### config.mk
export PLATFORM = sky130hd
export DESIGN_NAME = mem_arbiter
export DESIGN_NICKNAME = d
export VERILOG_FILES = /design/src/rtl/mem_arbiter.sv
export SDC_FILE = /design/constraint.sdc
export NUM_CORES = 1
export LEC_CHECK = 0
export CORE_AREA = 2 2 333 335
export DETAILED_ROUTE_END_ITERATION = 8
export DIE_AREA = 0 0 335 337
export GPL_TIMING_DRIVEN = 0
export PLACE_DENSITY = 0.44
export SLEW_MARGIN = 10
export SYNTH_ARGS = -nofsm -noshare
export SYNTH_HDL_FRONTEND = slang
export SYNTH_SLANG_ARGS = --single-unit
### constraint.sdc
create_clock -name clk -period 1.93 [get_ports clk]
set_input_delay 0.386 -clock clk [delete_from_list [all_inputs] [get_ports clk]]
set_output_delay 0.386 -clock clk [all_outputs]
set_load 0.005 [all_outputs]
### src/rtl/mem_arbiter.sv
// Two-port (instruction/data cache) line arbiter in front of a single memory port.
// Round-robin on ties; the granted request is captured so requesters may change freely.
module mem_arbiter #(
   parameter int unsigned ADDR_W = 28,
   parameter int unsigned DATA_W = 128
) (
   input  logic              clk,
   input  logic              proc_reset,

   input  logic              i_read,
   input  logic              i_write,
   input  logic [ADDR_W-1:0] i_addr,
   input  logic [DATA_W-1:0] i_wdata,
   output logic [DATA_W-1:0] i_rdata,
   output logic              i_ready,

   input  logic              d_read,
   input  logic              d_write,
   input  logic [ADDR_W-1:0] d_addr,
   input  logic [DATA_W-1:0] d_wdata,
   output logic [DATA_W-1:0] d_rdata,
   output logic              d_ready,

   output logic              mem_read,
   output logic              mem_write,
   output logic [ADDR_W-1:0] mem_addr,
   output logic [DATA_W-1:0] mem_wdata,
   input  logic [DATA_W-1:0] mem_rdata,
   input  logic              mem_ready
);

   typedef enum logic [1:0] {StIdle, StGrantI, StGrantD, StResp} state_e;

   state_e              state_q;
   logic                last_grant_d_q;  // 0: I-port granted last, 1: D-port
   logic                op_write_q;
   logic [ADDR_W-1:0]   addr_q;
   logic [DATA_W-1:0]   wdata_q;
   logic [DATA_W-1:0]   i_rdata_q;
   logic [DATA_W-1:0]   d_rdata_q;
   logic                i_ready_q;
   logic                d_ready_q;

   logic i_req;
   logic d_req;
   logic grant_d;
   logic in_grant;

   assign i_req = i_read | i_write;
   assign d_req = d_read | d_write;

   // D wins only when I is idle, or on a tie when I was served last.
   assign grant_d  = d_req & (~i_req | ~last_grant_d_q);
   assign in_grant = (state_q == StGrantI) || (state_q == StGrantD);

   always_ff @(posedge clk) begin
      if (proc_reset) begin
         state_q        <= StIdle;
         last_grant_d_q <= 1'b0;
         op_write_q     <= 1'b0;
         addr_q         <= '0;
         wdata_q        <= '0;
         i_rdata_q      <= '0;
         d_rdata_q      <= '0;
         i_ready_q      <= 1'b0;
         d_ready_q      <= 1'b0;
      end else begin
         unique case (state_q)
            StIdle: begin
               if (i_req || d_req) begin
                  last_grant_d_q <= grant_d;
                  if (grant_d) begin
                     state_q    <= StGrantD;
                     op_write_q <= d_write;
                     addr_q     <= d_addr;
                     wdata_q    <= d_wdata;
                  end else begin
                     state_q    <= StGrantI;
                     op_write_q <= i_write;
                     addr_q     <= i_addr;
                     wdata_q    <= i_wdata;
                  end
               end
            end
            StGrantI: begin
               if (mem_ready) begin
                  state_q   <= StResp;
                  i_ready_q <= 1'b1;
                  if (!op_write_q) i_rdata_q <= mem_rdata;
               end
            end
            StGrantD: begin
               if (mem_ready) begin
                  state_q   <= StResp;
                  d_ready_q <= 1'b1;
                  if (!op_write_q) d_rdata_q <= mem_rdata;
               end
            end
            StResp: begin
               state_q   <= StIdle;
               i_ready_q <= 1'b0;
               d_ready_q <= 1'b0;
            end
            default: state_q <= StIdle;
         endcase
      end
   end

   // Strobes drop in the same cycle mem_ready arrives so memory sees one request per grant.
   assign mem_read  = in_grant & ~op_write_q & ~mem_ready;
   assign mem_write = in_grant &  op_write_q & ~mem_ready;
   assign mem_addr  = in_grant ? addr_q  : '0;
   assign mem_wdata = in_grant ? wdata_q : '0;

   assign i_rdata = i_rdata_q;
   assign d_rdata = d_rdata_q;
   assign i_ready = i_ready_q;
   assign d_ready = d_ready_q;

endmodule
# Word level (Yosys, flattened, before mapping)
# Index checks and enable logic that the tools add are counted.
# totals
inputBits,447
regBits,418
out_inout_bits,416
elab_cells,52
# classes
bitwise_logic,12
n_mux,12
reduce_logical,12
n_eq_ne,7
# op_table
operator,n
$mux 128,2
$mux 28,2
$reduce_and 2->1,4
$mux 2,3
$ne 2x2->1 const B,3
$pmux 2 s3,1
$reduce_and 3->1,2
$and 1x1->1,5
$eq 2x2->1 const B,2
$not 1->1,4
$pmux 1 s2,2
$reduce_bool 2->1,2
$or 1x1->1,3
$eq 2x1->1 const B,1
$logic_not 2->1,1
$logic_or 1x1->1,2
$mux 1,2
$ne 2x1->1 const B,1
$reduce_or 2->1,1

# Longest topological paths before layout
# Gate-level depths: netlist (run 1).
# depth
ltp_word,7
depth_mapped,7
mapped_depth_nobuf,5

# Least setup slack after synthesis (run 1)
# OpenSTA, ideal clock, no wires.
# synth_path
path_type,register to output
startpoint,register state_q[0]
endpoint,output port mem_addr[14]
t_required_ps,1544
path_buffers,2
t_arrival_ps,1422
setup_slack_ps,122
path_stages_with_launch,6
cell_sequence,dfxtp_1 > inv_1 > ha_1 > clkbuf_1 > clkbuf_1 > and2_1
# synth_via
elab_chain_len,3
elab_cells_between_ends,4
cone_classes,eq/ne: 2; mux: 1; reduce/logical: 1
# synth_rtl
element,line_no,source
start: declaration,34,state_e state_q;
start signal: assignment,58,state_q <= StIdle;
start signal: assignment,73,state_q <= StGrantD;
start signal: assignment,78,state_q <= StGrantI;
$eq 2x1->1 / $eq 2x2->1 (equally long branches),54,assign in_grant = (state_q == StGrantI) || (state_q == StGrantD);
$logic_or 1x1->1 *,54,
$mux 28 *,112,assign mem_addr = in_grant ? addr_q : '0;
end: declaration,26,"output logic [ADDR_W-1:0] mem_addr,"
# Mark *: on every way between the ends. The rest lies on a longest branch, timed or not.

# Worst setup path after layout (run 1)
# layout_path
startpoint,register state_q[0]
endpoint,output port mem_wdata[31]
# layout_via
elab_chain_len,3
elab_cells_between_ends,4
cone_classes,eq/ne: 2; mux: 1; reduce/logical: 1
# layout_rtl
element,line_no,source
$eq 2x1->1 / $eq 2x2->1 (equally long branches),54,
$logic_or 1x1->1 *,54,
$mux 128 *,113,assign mem_wdata = in_grant ? wdata_q : '0;
end: declaration,27,"output logic [DATA_W-1:0] mem_wdata,"
# Marks and branches as above.

==> out/metrics.cfg, run 1 <==
[die]
io_pins = 863
dieWidth_um = 335
die_y_um = 337
core_um2 = 110000
rows = 122
initial_core_util = 0.158
die_area_um2 = 113000

[power]
max-vdd-ir-drop_mv = 0.655
leakagePower_nw = 12.6
p_total_w = 0.0422
power_density_nw_per_um2 = 1370

[worst_setup_path]
reg2reg_setup_slack_ps = 70
critical_path_depth = 8
critical_path.endpoint = mem_wdata[31]
worst_path_largest_cell_delay_ps = 370
cp-end-kind = output port
reg2reg_depth = 5
critPathLaunchType = flop
crit_start = state_q[0]
worst_path_most_repeated_cell = buf_6
slowest_stage = dfxtp_4
path_class = reg -> out
crit_fanout = 5
reg2reg_from = last_grant_d_q
path_cells = inv_4, ha_4, clkbuf_16, buf_6, buf_8, buf_6, and2_4, buf_6
reg2reg_to = wdata_q[52]
crit_family = buffers and inverters
worstPathArrival_ps = 2220
worstPathRequired_ps = 1540
critPathBufInv = 6

[global_route]
overflow = 0
grt_max_degree = 17
grt_pass1_wl_mm = 145
grt_pass1_vias = 19722
antenna_found_initial = 44
grt.total_usage = 0.179

[logic_synthesis]
yosysTopAreaCell = dfxtp_1
yosys_warnings = 0
synth.avg_cell_area_um2 = 7.73
synth_nets = 2695
netlist_area_um2 = 17300
synth_cell_types = 32
async_reset_ff_frac = 0
synth_seq_cells = 418
synthFlopType = dfxtp_1
yosysSeqAreaShare = 0.483
synth-edff-count = 0
synthTopCellsByArea = dfxtp_1, nand2_1, a21oi_1
synthCells = 2242
synth_common_cells = nand2_1, dfxtp_1, a21oi_1, clkbuf_1, nor2_1
synth_top_area_frac = 0.483
synth_most_common_cell = nand2_1

[cts]
cts_root_buf = clkbuf_16
numCtsBuffers = 54
clk_pin_slew_ps = 60
clkLatencyLatePin_ps = 650
cts_sinks = 418
htree_levels = 2
clk_path_buf_depth = 3
cts_tree = done

[hold_path]
hp-class = in -> reg
hold_path_depth = 4

[sta]
rsz0062_at_grt = yes
max_slew_margin = 0.121
clock_skew_ps = 30.5
fmax_mhz = 383
finalHoldViolations = 0
fin_ws_ps = -678
fin_crit_ps = 2610
drv_slew = 0
fin_crit_sh = 1.35
worst_pin_slew_ps = 1320
setup_violations = 158
setup_tns_ps = -87580

[routing]
drt-vias-per-instance = 4.25
routed-via-count = 19850
dr.pass1.iters = 5
final_antenna_net_count = 0
wl_per_cell_um = 22.9
wl_mm = 107
drtIter0Drc = 990
drc = 0

[place]
gp_congestion = 0.831
dpl.hpwl_mm = 86.4
dp_cells = 4528
portBuffers = 860

[cells_and_area]
drive_above_1_share = 0.183
fin_nets = 3655
areaGrowthSynthToFinish_pct = 78.3
final_cells = 4674

[run_status]
violations = setup timing
outcome = finished, violations left

[run]
cap_violations = 0

## per-stage QoR
stage | setup WS [ps] | hold WS, ps | cell area [µm²] | util
final | -678 | 202 | 30900 | 0.282
after global routing | -777 | 236 | 30900 | 0.282
after CTS | -847 | 120 | 30300 | 0.277
after detailed placement | -1760 | 446 | 27700 | 0.253
after global placement | -1710 | 441 | 27700 | 0.253
after floorplan | 122 | 453 | 17300 | -
## metal layers
metal	vias up	wire length, µm	global-route usage
met4	60	3730	0.0666
met3	201	10100	0.0722
li1	9620	-	-
met2	765	53200	0.320
met5	-	372	0
met1	9204	39600	0.189
## report_power, final
part	switching [W]	internal (W)	total, W
sequential	0.00118	0.0106	0.0117
combinational	0.00998	0.0101	0.0201
clock	0.00435	0.00602	0.0104
## state kept, by name, summed over array words and instances (netlist names)
name / flops
state_q: 2
i_ready: 1
i_rdata: 128
last_grant_d_q: 1
addr_q: 28
wdata_q: 128
d_ready: 1
d_rdata: 128
op_write_q: 1
## worst min-delay path by stage
stage | start | to | slack [ps]
6_report | i_read | op_write_q | 200
5_1_grt | d_write | op_write_q | 240
4_1_cts | i_read | op_write_q | 120
3_5_place_dp | i_rdata[61] | i_rdata[61] | 450
3_3_place_gp | d_rdata[81] | d_rdata[81] | 440
2_1_floorplan | d_rdata[0] | d_rdata[0] | 450
## repair_timing
item | 4_1_cts | 5_1_grt
cloned | 8 | 3
setup endpoints to repair | 789 | 411
endpoints found under the hold margin | 0 | 0
resized for setup | 1250 | 241
pin swaps | 44 | 32
buffers inserted | 33 | 8
hold buffers | 0 | 0
## layout make-up
| class | count | area [µm²] |
|---|---|---|
| inverters | 5 | 23.8 |
| plain buffers | 220 | 1290 |
| multi-input cells | 1595 | 8450 |
| repair buffers | 908 | 9140 |
| diodes | 5 | 12.5 |
| clock inverters | 14 | 195 |
| fillers | 12173 | 78700 |
| clock buffers | 83 | 1610 |
| well taps | 1426 | 1780 |
| flip-flops and latches | 418 | 8390 |
## tightest hold or removal path, cell delays in order
cell	delay [ps]
buf_2	200
nand2_1	80
nor2_1	80
a2111oi_0	50
## layout by cell type, fill, tap and decap left out, drive strengths merged, types with 2 or more instances in the layout
cell and instances:
dfxtp 418, buf 257, dlymetal6s2s 15, and3b 2, inv 6, nor2 165, nand2b 3, o21ai 159
clkinv 10, bufinv 2, ha 6, a2111oi 2, nand2 515, a31oi 156, diode 5, clkdlybuf4s15 15
clkbuf 238, dlygate4sd2 227, clkdlybuf4s50 459, a21oi 258, and2 156, nor2b 4, nand3b 2, a211oi 156
## cell families (layout without fill, tap and decap cells)
family,Yosys count,in the layout,synth area share
other cells,0,5,0
simple gates,849,849,0.209
compound gates,738,738,0.249
fa+ha+maj,6,6,0.00433
mux,2,2,0.00123
flops,418,418,0.483
buf+inv,229,1230,0.0534
Power figures use the tool's default switching activity.
==> inputs of run 2 (changes only) <==
Settings changed: TNS_END_PERCENT from default to 100.
==> results of run 2 <==
No change in the layout: final DEF, timing and power equal those of run 1.
==> inputs of run 3 (changes only) <==
Settings changed: CAP_MARGIN from default to 10.
==> results of run 3 <==
No change in the layout: final DEF, timing and power equal those of run 1.
